===== src/rtl/tzn_norm_pipe.sv =====
// tzn_norm_pipe: pipelined trailing-zero counter and normaliser.
// Each operand yields tz = trailing-zero count and norm = a >> tz, with a
// sideband tag carried alongside. The pipeline has $clog2(WIDTH) stages and
// valid/ready on both sides; the whole pipe advances or holds as one unit.
// Optional feature: define TZN_STATS_EN to add saturating counters of accepted
// operands and accepted all-zero operands.
module tzn_norm_pipe #(
    parameter int WIDTH  = 32,
    parameter int TAG_W  = 4,
    parameter int STAT_W = 16
) (
    input  logic                       clk_i,
    input  logic                       rst_i,
    input  logic                       valid_i,
    output logic                       ready_o,
    input  logic [WIDTH-1:0]           a_i,
    input  logic [TAG_W-1:0]           tag_i,
    output logic                       valid_o,
    input  logic                       ready_i,
    output logic [$clog2(WIDTH):0]     tz_o,
    output logic [WIDTH-1:0]           norm_o,
    output logic                       zero_o,
    output logic [TAG_W-1:0]           tag_o
`ifdef TZN_STATS_EN
    ,
    output logic [STAT_W-1:0]          stat_txn_o,
    output logic [STAT_W-1:0]          stat_zero_o
`endif
);

    localparam int L  = $clog2(WIDTH);
    localparam int CW = L + 1;

    // Stage registers, index k = pipeline stage k
    logic             vld_p [L];
    logic [WIDTH-1:0] val_p [L];
    logic [CW-1:0]    cnt_p [L];
    logic [TAG_W-1:0] tag_p [L];

    // Stage inputs and the value/count each stage will capture
    logic             in_vld  [L];
    logic [WIDTH-1:0] in_val  [L];
    logic [CW-1:0]    in_cnt  [L];
    logic [TAG_W-1:0] in_tag  [L];
    logic [WIDTH-1:0] nxt_val [L];
    logic [CW-1:0]    nxt_cnt [L];

    logic adv;

    // The pipe moves whenever the output slot is empty or being consumed
    assign adv     = !vld_p[L-1] || ready_i;
    assign ready_o = adv;

    // Stage 0 takes the operand port; every later stage takes its predecessor
    always_comb begin
        in_vld[0] = valid_i;
        in_val[0] = a_i;
        in_cnt[0] = '0;
        in_tag[0] = tag_i;
        for (int k = 1; k < L; k++) begin
            in_vld[k] = vld_p[k-1];
            in_val[k] = val_p[k-1];
            in_cnt[k] = cnt_p[k-1];
            in_tag[k] = tag_p[k-1];
        end
    end

    // Binary search: stage k strips WIDTH>>(k+1) zero bits when the low half-window is clear
    always_comb begin
        for (int k = 0; k < L; k++) begin
            nxt_val[k] = in_val[k];
            nxt_cnt[k] = in_cnt[k];
            if ((in_val[k] << (WIDTH - (WIDTH >> (k + 1)))) == '0) begin
                nxt_val[k] = in_val[k] >> (WIDTH >> (k + 1));
                nxt_cnt[k] = in_cnt[k] + CW'(WIDTH >> (k + 1));
            end
        end
    end

    // Pipeline register bank: clear on reset, shift together on adv, else hold
    always_ff @(posedge clk_i) begin
        if (rst_i) begin
            for (int k = 0; k < L; k++) begin
                vld_p[k] <= 1'b0;
                val_p[k] <= '0;
                cnt_p[k] <= '0;
                tag_p[k] <= '0;
            end
        end else if (adv) begin
            for (int k = 0; k < L; k++) begin
                vld_p[k] <= in_vld[k];
                val_p[k] <= nxt_val[k];
                cnt_p[k] <= nxt_cnt[k];
                tag_p[k] <= in_tag[k];
            end
        end
    end

    // Last stage drives the result; zero is qualified by valid so reset outputs read 0
    assign valid_o = vld_p[L-1];
    assign zero_o  = vld_p[L-1] && (val_p[L-1] == '0);
    assign tz_o    = zero_o ? CW'(WIDTH) : cnt_p[L-1];
    assign norm_o  = val_p[L-1];
    assign tag_o   = tag_p[L-1];

`ifdef TZN_STATS_EN
    logic [STAT_W-1:0] txn_cnt;
    logic [STAT_W-1:0] zero_cnt;

    function automatic logic [STAT_W-1:0] sat_inc(input logic [STAT_W-1:0] c);
        return (&c) ? c : c + 1'b1;
    endfunction

    // Count accepted operands (and all-zero ones), sticking at all-ones
    always_ff @(posedge clk_i) begin
        if (rst_i) begin
            txn_cnt  <= '0;
            zero_cnt <= '0;
        end else if (valid_i && adv) begin
            txn_cnt <= sat_inc(txn_cnt);
            if (a_i == '0) begin
                zero_cnt <= sat_inc(zero_cnt);
            end
        end
    end

    assign stat_txn_o  = txn_cnt;
    assign stat_zero_o = zero_cnt;
`endif

endmodule


===== config.mk =====
export PLATFORM = sky130hd
export DESIGN_NAME = tzn_norm_pipe
export DESIGN_NICKNAME = d
export VERILOG_FILES = /design/src/rtl/tzn_norm_pipe.sv
export SDC_FILE = /design/constraint.sdc
export NUM_CORES = 1
export LEC_CHECK = 0
export ABC_AREA = 1
export CAP_MARGIN = 20
export CORE_UTILIZATION = 40
export CTS_BUF_LIST = sky130_fd_sc_hd__clkbuf_8
export CTS_CLUSTER_DIAMETER = 100
export DETAILED_ROUTE_END_ITERATION = 6
export SLEW_MARGIN = 20
export SYNTH_ARGS = -nofsm -noshare
export SYNTH_HDL_FRONTEND = slang
export SYNTH_SLANG_ARGS = --single-unit

===== constraint.sdc =====
create_clock -name clk_i -period 8.75 [get_ports clk_i]
set_clock_uncertainty 0.15 [all_clocks]
set_input_delay 1.75 -clock clk_i [delete_from_list [all_inputs] [get_ports clk_i]]
set_output_delay 1.75 -clock clk_i [all_outputs]
set_load 0.005 [all_outputs]

# Yosys cells after proc, flatten, opt, wreduce, memory -nomap -nowiden
# Memories as Yosys holds them, arrays and structs flattened.
# Cells that the tools add are included.
# totals
ff_bits	0
ramBits	215
in_bits	40
output_inout_bits	45
n_memories	4
# op_classes
add_sub_neg	4
muxes	36
bitwise	20
n_reduce_logical	9
# mem_list
name	words	width	read_ports	rd_clocked_by_memory_dff	wr	line	rtl
val_p	5	32	5	0	5	36	logic [WIDTH-1:0] val_p [L];
cnt_p	5	6	5	0	5	37	logic [CW-1:0] cnt_p [L];
tag_p	5	4	5	0	5	38	logic [TAG_W-1:0] tag_p [L];
vld_p	5	1	5	0	5	35	logic vld_p [L];
# op_table
op	n
32-bit 2-to-1 mux	10
32-bit zero test	6
6-bit 2-to-1 mux	10
4-bit 2-to-1 mux	5
1-bit bitwise OR	20
1-bit 2-to-1 mux	10
6-bit by 1-bit adder with 6-bit output, second input constant	1
6-bit by 2-bit adder with 6-bit output, second input constant	1
6-bit by 3-bit adder with 6-bit output, second input constant	1
6-bit by 4-bit adder with 6-bit output, second input constant	1
5-bit 2-to-1 mux	1
1-bit logical AND	1
1-bit zero test	1
1-bit logical OR	1

# Longest topological paths before layout
# Gate-level depths: netlist of run 1.
# An unclocked memory read counts as a cell.
# depth
ltp_word	7
ltp_mapped	8
depth_no_buf	7

# Worst setup path after synthesis of run 1
# Ideal clock, no wire load.
# synth_timing
path_type	input port to flip-flop
from	in ready_i
to	mem cnt_p[0][10] (netlist name) (enable)
setup_time_ns	2.089
t_arrival_ns	6.320
setup_slack_ns	0.190
stages	2
path_buffers	0
cell_sequence	inv_1 > nand3_1
# synth_rtl
item	line	rtl
start: declaration	19	input logic ready_i,
end: declaration	37	

# Worst setup path after layout of run 1
# layout_timing
from	in ready_i
to	out ready_o
# layout_between
elab_chain_len	1
# layout_rtl
item	line	rtl
1-bit logical OR	51	assign adv = !vld_p[L-1] || ready_i;
end: declaration	15	output logic ready_o,
# No other way between the ends.

==> tab_implementation.tex, run 1 <==
\begin{tabular}{lr}
\hline
Metric & Value \\
\hline
\multicolumn{2}{l}{\textbf{Power}} \\
Peak supply drop & 0.07969 mV \\
Overall Power & 1.837 mW \\
Static Leakage & 4.084 nW \\
PwrDens & 182.5 nW/µm² \\
\multicolumn{2}{l}{\textbf{Routing}} \\
Number of violations reported at the end of detailed-routing iteration 0 & 333 \\
Vias & 5169 \\
Post-detailed-route DRC marker count & 0 \\
Metal3 WL & 624 µm \\
Met1 Wirelength & 6.310 mm \\
Total routed wirelength & 13.23 mm \\
Routed length on met2 & 6.078 mm \\
Detailed-route vias per instance & 4.558 \\
Post-DRT Antenna Nets & 0 \\
First-pass DRT Iterations & 5 \\
Drt wl/cell & 11.67 µm \\
Highest Signal Layer & met4 \\
\multicolumn{2}{l}{\textbf{Timing}} \\
Setup-violating endpoint count in the final report & 0 \\
Post-route clock period utilization & 54.79\% \\
Pins over their slew limit & 0 \\
Setup repair after global routing missed its margin & false \\
Final setup TNS & 0 ps \\
Final Hold Viols & 0 \\
Minimum clock period after layout & 4795 ps \\
Setup ws final & 3955 ps \\
Worst slew pin tran & 930.7 ps \\
Normalized max-slew margin & 37.81\% \\
Worst hold-check slack & 389.6 ps \\
Highest Clock Rate & 208.6 MHz \\
\multicolumn{2}{l}{\textbf{Worst setup path}} \\
Worst Setup EP & ready\_o \\
Critical-path cell list & clkdlybuf4s50\_1 > inv\_1 > nand2\_4 > clkdlybuf4s50\_1 \\
Data required time of the worst path & 6850 ps \\
Highest fanout seen on the critical path & 2 \\
Critical path start-end classification & primary input to primary output \\
Crit. Startpoint & ready\_i \\
Top cell by count, worst path & sky130\_fd\_sc\_hd\_\_clkdlybuf4s50\_1 \\
Critical-path top delay cell & sky130\_fd\_sc\_hd\_\_clkdlybuf4s50\_1 \\
Startpoint Class & primary input \\
Arrival time at the worst endpoint & 2890 ps \\
Critical register-to-register path startpoint & vld\_p[0][4]\$\_SDFFCE\_PP0P\_ \\
Max stage delay on crit path & 510 ps \\
Top Family by Delay on Critical Path & buffers and inverters \\
Reg2Reg Depth & 5 \\
Reg-to-reg slack, setup & 5690 ps \\
Crit path capture type & primary output \\
End of the worst register-to-register path & val\_p[0][154]\$\_SDFFCE\_PP0P\_ \\
Number of stages on the worst setup path & 4 \\
Crit path buffers/inverters & 3 \\
\multicolumn{2}{l}{\textbf{Synth}} \\
Synthesized netlist net count & 814 \\
Mean cell area of the mapped netlist & 11.21 µm² \\
Number of register bits inferred by synthesis & 200 \\
Cells after synthesis & 774 \\
Leading cell type by number of instances after synthesis & sky130\_fd\_sc\_hd\_\_edfxtp\_1 \\
Total of warnings raised by yosys & 0 \\
Synth area leader & sky130\_fd\_sc\_hd\_\_edfxtp\_1 \\
Number of distinct library cell variants in the gate-level netlist after synthesis & 27 \\
Most instantiated cells after synthesis & sky130\_fd\_sc\_hd\_\_edfxtp\_1 (200), sky130\_fd\_sc\_hd\_\_inv\_1 (148), sky130\_fd\_sc\_hd\_\_nand2\_1 (130) \\
Count of flip-flops with a built-in enable after synthesis & 200 \\
Prevailing post-synth register cell & sky130\_fd\_sc\_hd\_\_edfxtp\_1 \\
Share of the synthesized area in the top cell type & 69.19\% \\
Register area share after synthesis & 69.19\% \\
Asr flop ratio synth & 0\% \\
Post-synthesis cell area & 8680 µm² \\
Top cells by area in the synthesized netlist & sky130\_fd\_sc\_hd\_\_edfxtp\_1 (69\%), sky130\_fd\_sc\_hd\_\_inv\_1 (6.4\%), sky130\_fd\_sc\_hd\_\_nand2\_1 (5.6\%) \\
\multicolumn{2}{l}{\textbf{Cells and area}} \\
Filler-free cell count of the finished design & 1134 \\
Fillers & 1935 \\
Layout Area Growth over Synthesis & 16.00\% \\
Total area of multi-input combinational cells & 1872 µm² \\
Antenna diode count & 0 \\
Fin util & 47.60\% \\
Final design instance area without fill & 10070 µm² \\
\# nets final & 886 \\
Sequential cell area & 6006 µm² \\
Ratio of cells with drive above 1 in the final layout & 7.101\% \\
\multicolumn{2}{l}{\textbf{Status}} \\
Result of the run & complete, no violations \\
\multicolumn{2}{l}{\textbf{Die}} \\
Placeable Area & 21150 µm² \\
Number of placed I/O pins & 85 \\
Width of the chip & 149.3 µm \\
Die outline area & 22290 µm² \\
Die height & 149.3 µm \\
Starting density of the core & 41.03\% \\
Row count & 53 \\
\multicolumn{2}{l}{\textbf{Clock network}} \\
H-tree depth & 4 \\
Clock slew seen by the registers of the worst setup and hold paths & 100 ps \\
Worst skew pair latency & 460 ps \\
Cell at the root of the clock tree & sky130\_fd\_sc\_hd\_\_clkbuf\_8 \\
Buffers inserted during post-CTS setup optimization & 0 \\
Max clock buf depth & 2 \\
Count of instances resized after the clock tree is built & 0 \\
CTS hold repair buffers & 0 \\
CTS tree & built \\
Clock tree sinks & 200 \\
CTS Buf Count & 17 \\
\multicolumn{2}{l}{\textbf{Placed design}} \\
Dpl cells & 1102 \\
GPL Wtd Cong & 0.7921 \\
Detailed Place HPWL & 8.941 mm \\
Dpl cell area & 9682 µm² \\
Port buffer count & 84 \\
Placement Setup Slack & 3945 ps \\
\multicolumn{2}{l}{\textbf{Global routing}} \\
Pin count of the biggest net entering global routing & 104 \\
Initial antenna violation count & 0 \\
Via count of the first global-routing pass & 4799 \\
Global-route wire length before repair & 22.06 mm \\
Total global routing overflow & 0 \\
All-Layer GR Usage & 12.78\% \\
\multicolumn{2}{l}{\textbf{Hold path}} \\
Tightest Hold Check Type & flop to flop \\
\multicolumn{2}{l}{\textbf{Run}} \\
Max capacitance violation total & 0 \\
\hline
\end{tabular}
## area by class of cell
type / instances / area share, %
inverters: 150 / 5.617
repair buffers: 89 / 8.885
well taps: 275 / 3.417
clock inverters: 15 / 1.516
multi-input cells: 388 / 18.59
clock buffers: 17 / 2.324
flip-flops and latches: 200 / 59.65
## flip-flops by register name, summed over array words and instances, names as in the netlist
signal / cells
val_p: 160
vld_p: 5
tag_p: 20
cnt_p: 15
## worst min path at each step
stage / start / end / slack [ps] / cells past startpoint
floorplan: val_p[0][60]$_SDFFCE_PP0P_ / val_p[0][88]$_SDFFCE_PP0P_ / 360 / 2
global placement: vld_p[0][2]$_SDFFCE_PP0P_ / vld_p[0][3]$_SDFFCE_PP0P_ / 370 / 2
detailed placement: vld_p[0][3]$_SDFFCE_PP0P_ / vld_p[0][4]$_SDFFCE_PP0P_ / 380 / 2
CTS: tag_p[0][7]$_SDFFCE_PP0P_ / tag_p[0][11]$_SDFFCE_PP0P_ / 400 / 2
global route: cnt_p[0][16]$_SDFFCE_PP0P_ / cnt_p[0][22]$_SDFFCE_PP0P_ / 430 / 2
finish: tag_p[0][7]$_SDFFCE_PP0P_ / tag_p[0][11]$_SDFFCE_PP0P_ / 390 / 2
## worst min-delay path, delay by kind of cell (launching register included)
kind | cells | cell delay, ps
buf+inv | 1 | 30
flops | 1 | 330
simple gates | 1 | 80
## per-layer routing
layer / global-route usage (%) / up-vias
met5: 0 / -
met4: 5.714 / 0
met3: 3.333 / 20
met2: 20.70 / 130
met1: 16.09 / 2307
li1: - / 2712
## logic make-up (layout without fill, tap and decap cells)
kind of cell | after synthesis | after routing | synth area share [%]
buffers and inverters | 186 | 271 | 9.384
AND/OR/NAND/NOR | 314 | 314 | 15.63
flip-flops | 200 | 200 | 69.19
AO/OA/AOI/OAI | 74 | 74 | 5.795
## cell usage in the layout, fill, tap and decap left out, types with 2 or more instances in the layout
cell type,synthesis,routed
sky130_fd_sc_hd__clkinv_4,0,3
sky130_fd_sc_hd__o21ai_0,12,12
sky130_fd_sc_hd__nor2_1,102,102
sky130_fd_sc_hd__nor2_2,2,2
sky130_fd_sc_hd__a21oi_1,3,3
sky130_fd_sc_hd__clkbuf_8,0,17
sky130_fd_sc_hd__bufinv_16,0,2
sky130_fd_sc_hd__clkinvlp_4,0,4
sky130_fd_sc_hd__nand4_1,2,2
sky130_fd_sc_hd__inv_6,0,2
sky130_fd_sc_hd__buf_4,6,3
sky130_fd_sc_hd__o22ai_1,49,49
sky130_fd_sc_hd__nand3_1,67,66
sky130_fd_sc_hd__edfxtp_1,200,200
sky130_fd_sc_hd__nand2_4,2,2
sky130_fd_sc_hd__clkinv_2,0,3
sky130_fd_sc_hd__clkdlybuf4s50_1,0,84
sky130_fd_sc_hd__inv_1,148,148
sky130_fd_sc_hd__nand2_1,130,130
sky130_fd_sc_hd__o22ai_2,9,9
sky130_fd_sc_hd__nor2_4,2,2
## power by group
group / total (mW) / leakage, nW / switching, mW / internal, mW
Combinational: 0.155 / 1.49 / 0.0917 / 0.0628
Sequential: 1.12 / 2.41 / 0.0207 / 1.10
Clock: 0.558 / 0.186 / 0.305 / 0.254
Note: power is estimated with default switching activity, not from simulation.
==> run 2, diff against run 1 <==
clock period = 4.94 ns   (was 8.75 ns; I/O delays follow)
==> tab_implementation.tex, run 2 (synthesized netlist as in run 1, its figures left out) <==
\begin{tabular}{lr}
\hline
Metric & Value \\
\hline
\multicolumn{2}{l}{\textbf{Status}} \\
Result of the run & complete, no violations \\
\multicolumn{2}{l}{\textbf{Clock network}} \\
Max clock buf depth & 2 \\
Clock tree sinks & 200 \\
Clock slew seen by the registers of the worst setup and hold paths & 100 ps \\
Cell at the root of the clock tree & sky130\_fd\_sc\_hd\_\_clkbuf\_8 \\
Worst skew pair latency & 450 ps \\
CTS Buf Count & 17 \\
H-tree depth & 4 \\
CTS tree & built \\
CTS hold repair buffers & 0 \\
Count of instances resized after the clock tree is built & 0 \\
Buffers inserted during post-CTS setup optimization & 0 \\
\multicolumn{2}{l}{\textbf{Cells and area}} \\
Antenna diode count & 0 \\
Leading cell type in the layout, fill and taps excluded & sky130\_fd\_sc\_hd\_\_edfxtp\_1 \\
Top register by number of flip-flops & val\_p \\
Top library cells by usage in the layout, fill and taps aside & sky130\_fd\_sc\_hd\_\_edfxtp\_1 (200), sky130\_fd\_sc\_hd\_\_inv\_1 (151), sky130\_fd\_sc\_hd\_\_nand2\_1 (130) \\
Largest registers in the final layout & val\_p: 160 flops, tag\_p: 20 flops, cnt\_p: 15 flops \\
Fin util & 47.76\% \\
Max FFs per register & 160 \\
\# nets final & 888 \\
Layout Area Growth over Synthesis & 16.39\% \\
Ratio of cells with drive above 1 in the final layout & 6.969\% \\
Fillers & 1920 \\
\multicolumn{2}{l}{\textbf{Routing}} \\
First-pass DRT Iterations & 5 \\
Total routed wirelength & 14.01 mm \\
Post-DRT Antenna Nets & 0 \\
Number of violations reported at the end of detailed-routing iteration 0 & 376 \\
Post-detailed-route DRC marker count & 0 \\
Drt wl/cell & 12.33 µm \\
Detailed-route vias per instance & 4.591 \\
Vias & 5215 \\
\multicolumn{2}{l}{\textbf{Hold path}} \\
Hold path startpoint & cnt\_p[0][15]\$\_SDFFCE\_PP0P\_ \\
Tightest Hold Check Type & flop to flop \\
Hold Path Cell Cnt & 2 \\
Endpoint of the worst hold-timing path & cnt\_p[0][21]\$\_SDFFCE\_PP0P\_ \\
\multicolumn{2}{l}{\textbf{Placed design}} \\
GPL Wtd Cong & 0.8066 \\
Port buffer count & 84 \\
Detailed Place HPWL & 9.640 mm \\
\multicolumn{2}{l}{\textbf{Worst setup path}} \\
Data required time of the worst path & 3800 ps \\
Arrival time at the worst endpoint & 2510 ps \\
Critical path start-end classification & flop to primary output \\
Critical-path top delay cell & sky130\_fd\_sc\_hd\_\_clkdlybuf4s50\_1 \\
Max stage delay on crit path & 600 ps \\
Top cell by count, worst path & sky130\_fd\_sc\_hd\_\_nor2\_1 \\
End of the worst register-to-register path & val\_p[0][157]\$\_SDFFCE\_PP0P\_ \\
Highest fanout seen on the critical path & 7 \\
Reg2Reg Depth & 5 \\
Crit path capture type & primary output \\
Startpoint Class & flop \\
Critical-path cell list & or2\_2 > nor2\_1 > nand3\_1 > nor2\_1 > clkdlybuf4s50\_1 \\
Critical register-to-register path startpoint & vld\_p[0][4]\$\_SDFFCE\_PP0P\_ \\
Reg-to-reg slack, setup & 2350 ps \\
\multicolumn{2}{l}{\textbf{Global routing}} \\
Pin count of the biggest net entering global routing & 70 \\
Global-route wire length before repair & 22.65 mm \\
Total global routing overflow & 0 \\
Via count of the first global-routing pass & 4664 \\
All-Layer GR Usage & 13.23\% \\
Initial antenna violation count & 0 \\
\multicolumn{2}{l}{\textbf{Timing}} \\
Post-route clock period utilization & 73.76\% \\
Normalized max-slew margin & 35.17\% \\
Highest Clock Rate & 274.5 MHz \\
Minimum clock period after layout & 3644 ps \\
Final setup TNS & 0 ps \\
Worst slew pin tran & 970.1 ps \\
Setup-violating endpoint count in the final report & 0 \\
Pins over their slew limit & 0 \\
Final Hold Viols & 0 \\
Setup repair after global routing missed its margin & false \\
\multicolumn{2}{l}{\textbf{Die}} \\
Starting density of the core & 41.03\% \\
Width of the chip & 149.3 µm \\
Row count & 53 \\
Placeable Area & 21150 µm² \\
Number of placed I/O pins & 85 \\
Die height & 149.3 µm \\
Die outline area & 22290 µm² \\
\multicolumn{2}{l}{\textbf{Run}} \\
Max capacitance violation total & 0 \\
\multicolumn{2}{l}{\textbf{Power}} \\
Static Leakage & 4.111 nW \\
PwrDens & 326.6 nW/µm² \\
Peak supply drop & 0.1539 mV \\
\hline
\end{tabular}
run 2: cell types whose count changed in the layout (fill, tap and decap cells not counted), sizes merged:
| cell | delta |
|---|---|
| buf | +2 |
| bufinv | +1 |
| clkinv | -3 |
| inv | +2 |
run 2: power by group:
| group | total (mW) | internal [mW] | leakage, nW | switching (mW) |
|---|---|---|---|---|
| clock network | 1.03 | 0.493 | 0.199 | 0.534 |
| registers | 1.99 | 1.95 | 2.41 | 0.0374 |
| logic | 0.281 | 0.113 | 1.51 | 0.168 |
run 2: cell type report:
type                            instances  area [µm²]  share of cell area, %
Sequential cell                       200        6006                  59.45
Tap cell                              275       344.1                  3.406
Multi-Input combinational cell        388        1872                  18.53
Timing Repair Buffer                   91       918.4                  9.091
Inverter                              150       565.5                  5.598
Clock inverter                         15       162.7                  1.610
Clock buffer                           17       234.0                  2.316
run 2: routing by layer:
layer | GRT usage [%] | up-vias | part of all wire, %
li1 | - | 2710 | -
met2 | 21.56 | 117 | 47
met4 | 4.286 | 0 | 1.1
met1 | 17.04 | 2376 | 48
met3 | 3.700 | 12 | 3.9
met5 | 0 | - | 0
run 2: worst max-delay path by stage:
stage               depth (start not counted)  slack [ps]                          end                   startpoint
global route                                5        1050                       zero_o  val_p[0][129]$_SDFFCE_PP0P_
CTS                                         5        1140                      tz_o[5]  val_p[0][129]$_SDFFCE_PP0P_
detailed placement                          7        1330  val_p[0][130]$_SDFFCE_PP0P_                      ready_i
global placement                            7        1420  val_p[0][156]$_SDFFCE_PP0P_                      ready_i
floorplan                                   2        1360   cnt_p[0][10]$_SDFFCE_PP0P_                      ready_i
finish                                      5        1300                      tz_o[5]  val_p[0][129]$_SDFFCE_PP0P_
run 2: metrics by stage:
stage	instance area (µm²)	setup WS, ps	total power, mW	instances	hold slack, ps
floorplan	8692	1358	2.212	774	362.7
global placement	9706	1422	2.313	1104	371.0
detailed placement	9706	1326	2.316	1104	378.4
CTS	10100	1137	3.331	1136	394.5
global route	10100	1052	3.432	1136	400.8
finish	10100	1296	3.300	1136	397.1
run 2: worst max-delay path: cells and delay by family, from the launching register on:
family / cells / cell delay (ps)
buffers and inverters: 1 / 600
DFF: 1 / 400
and+or+nand+nor: 4 / 1060
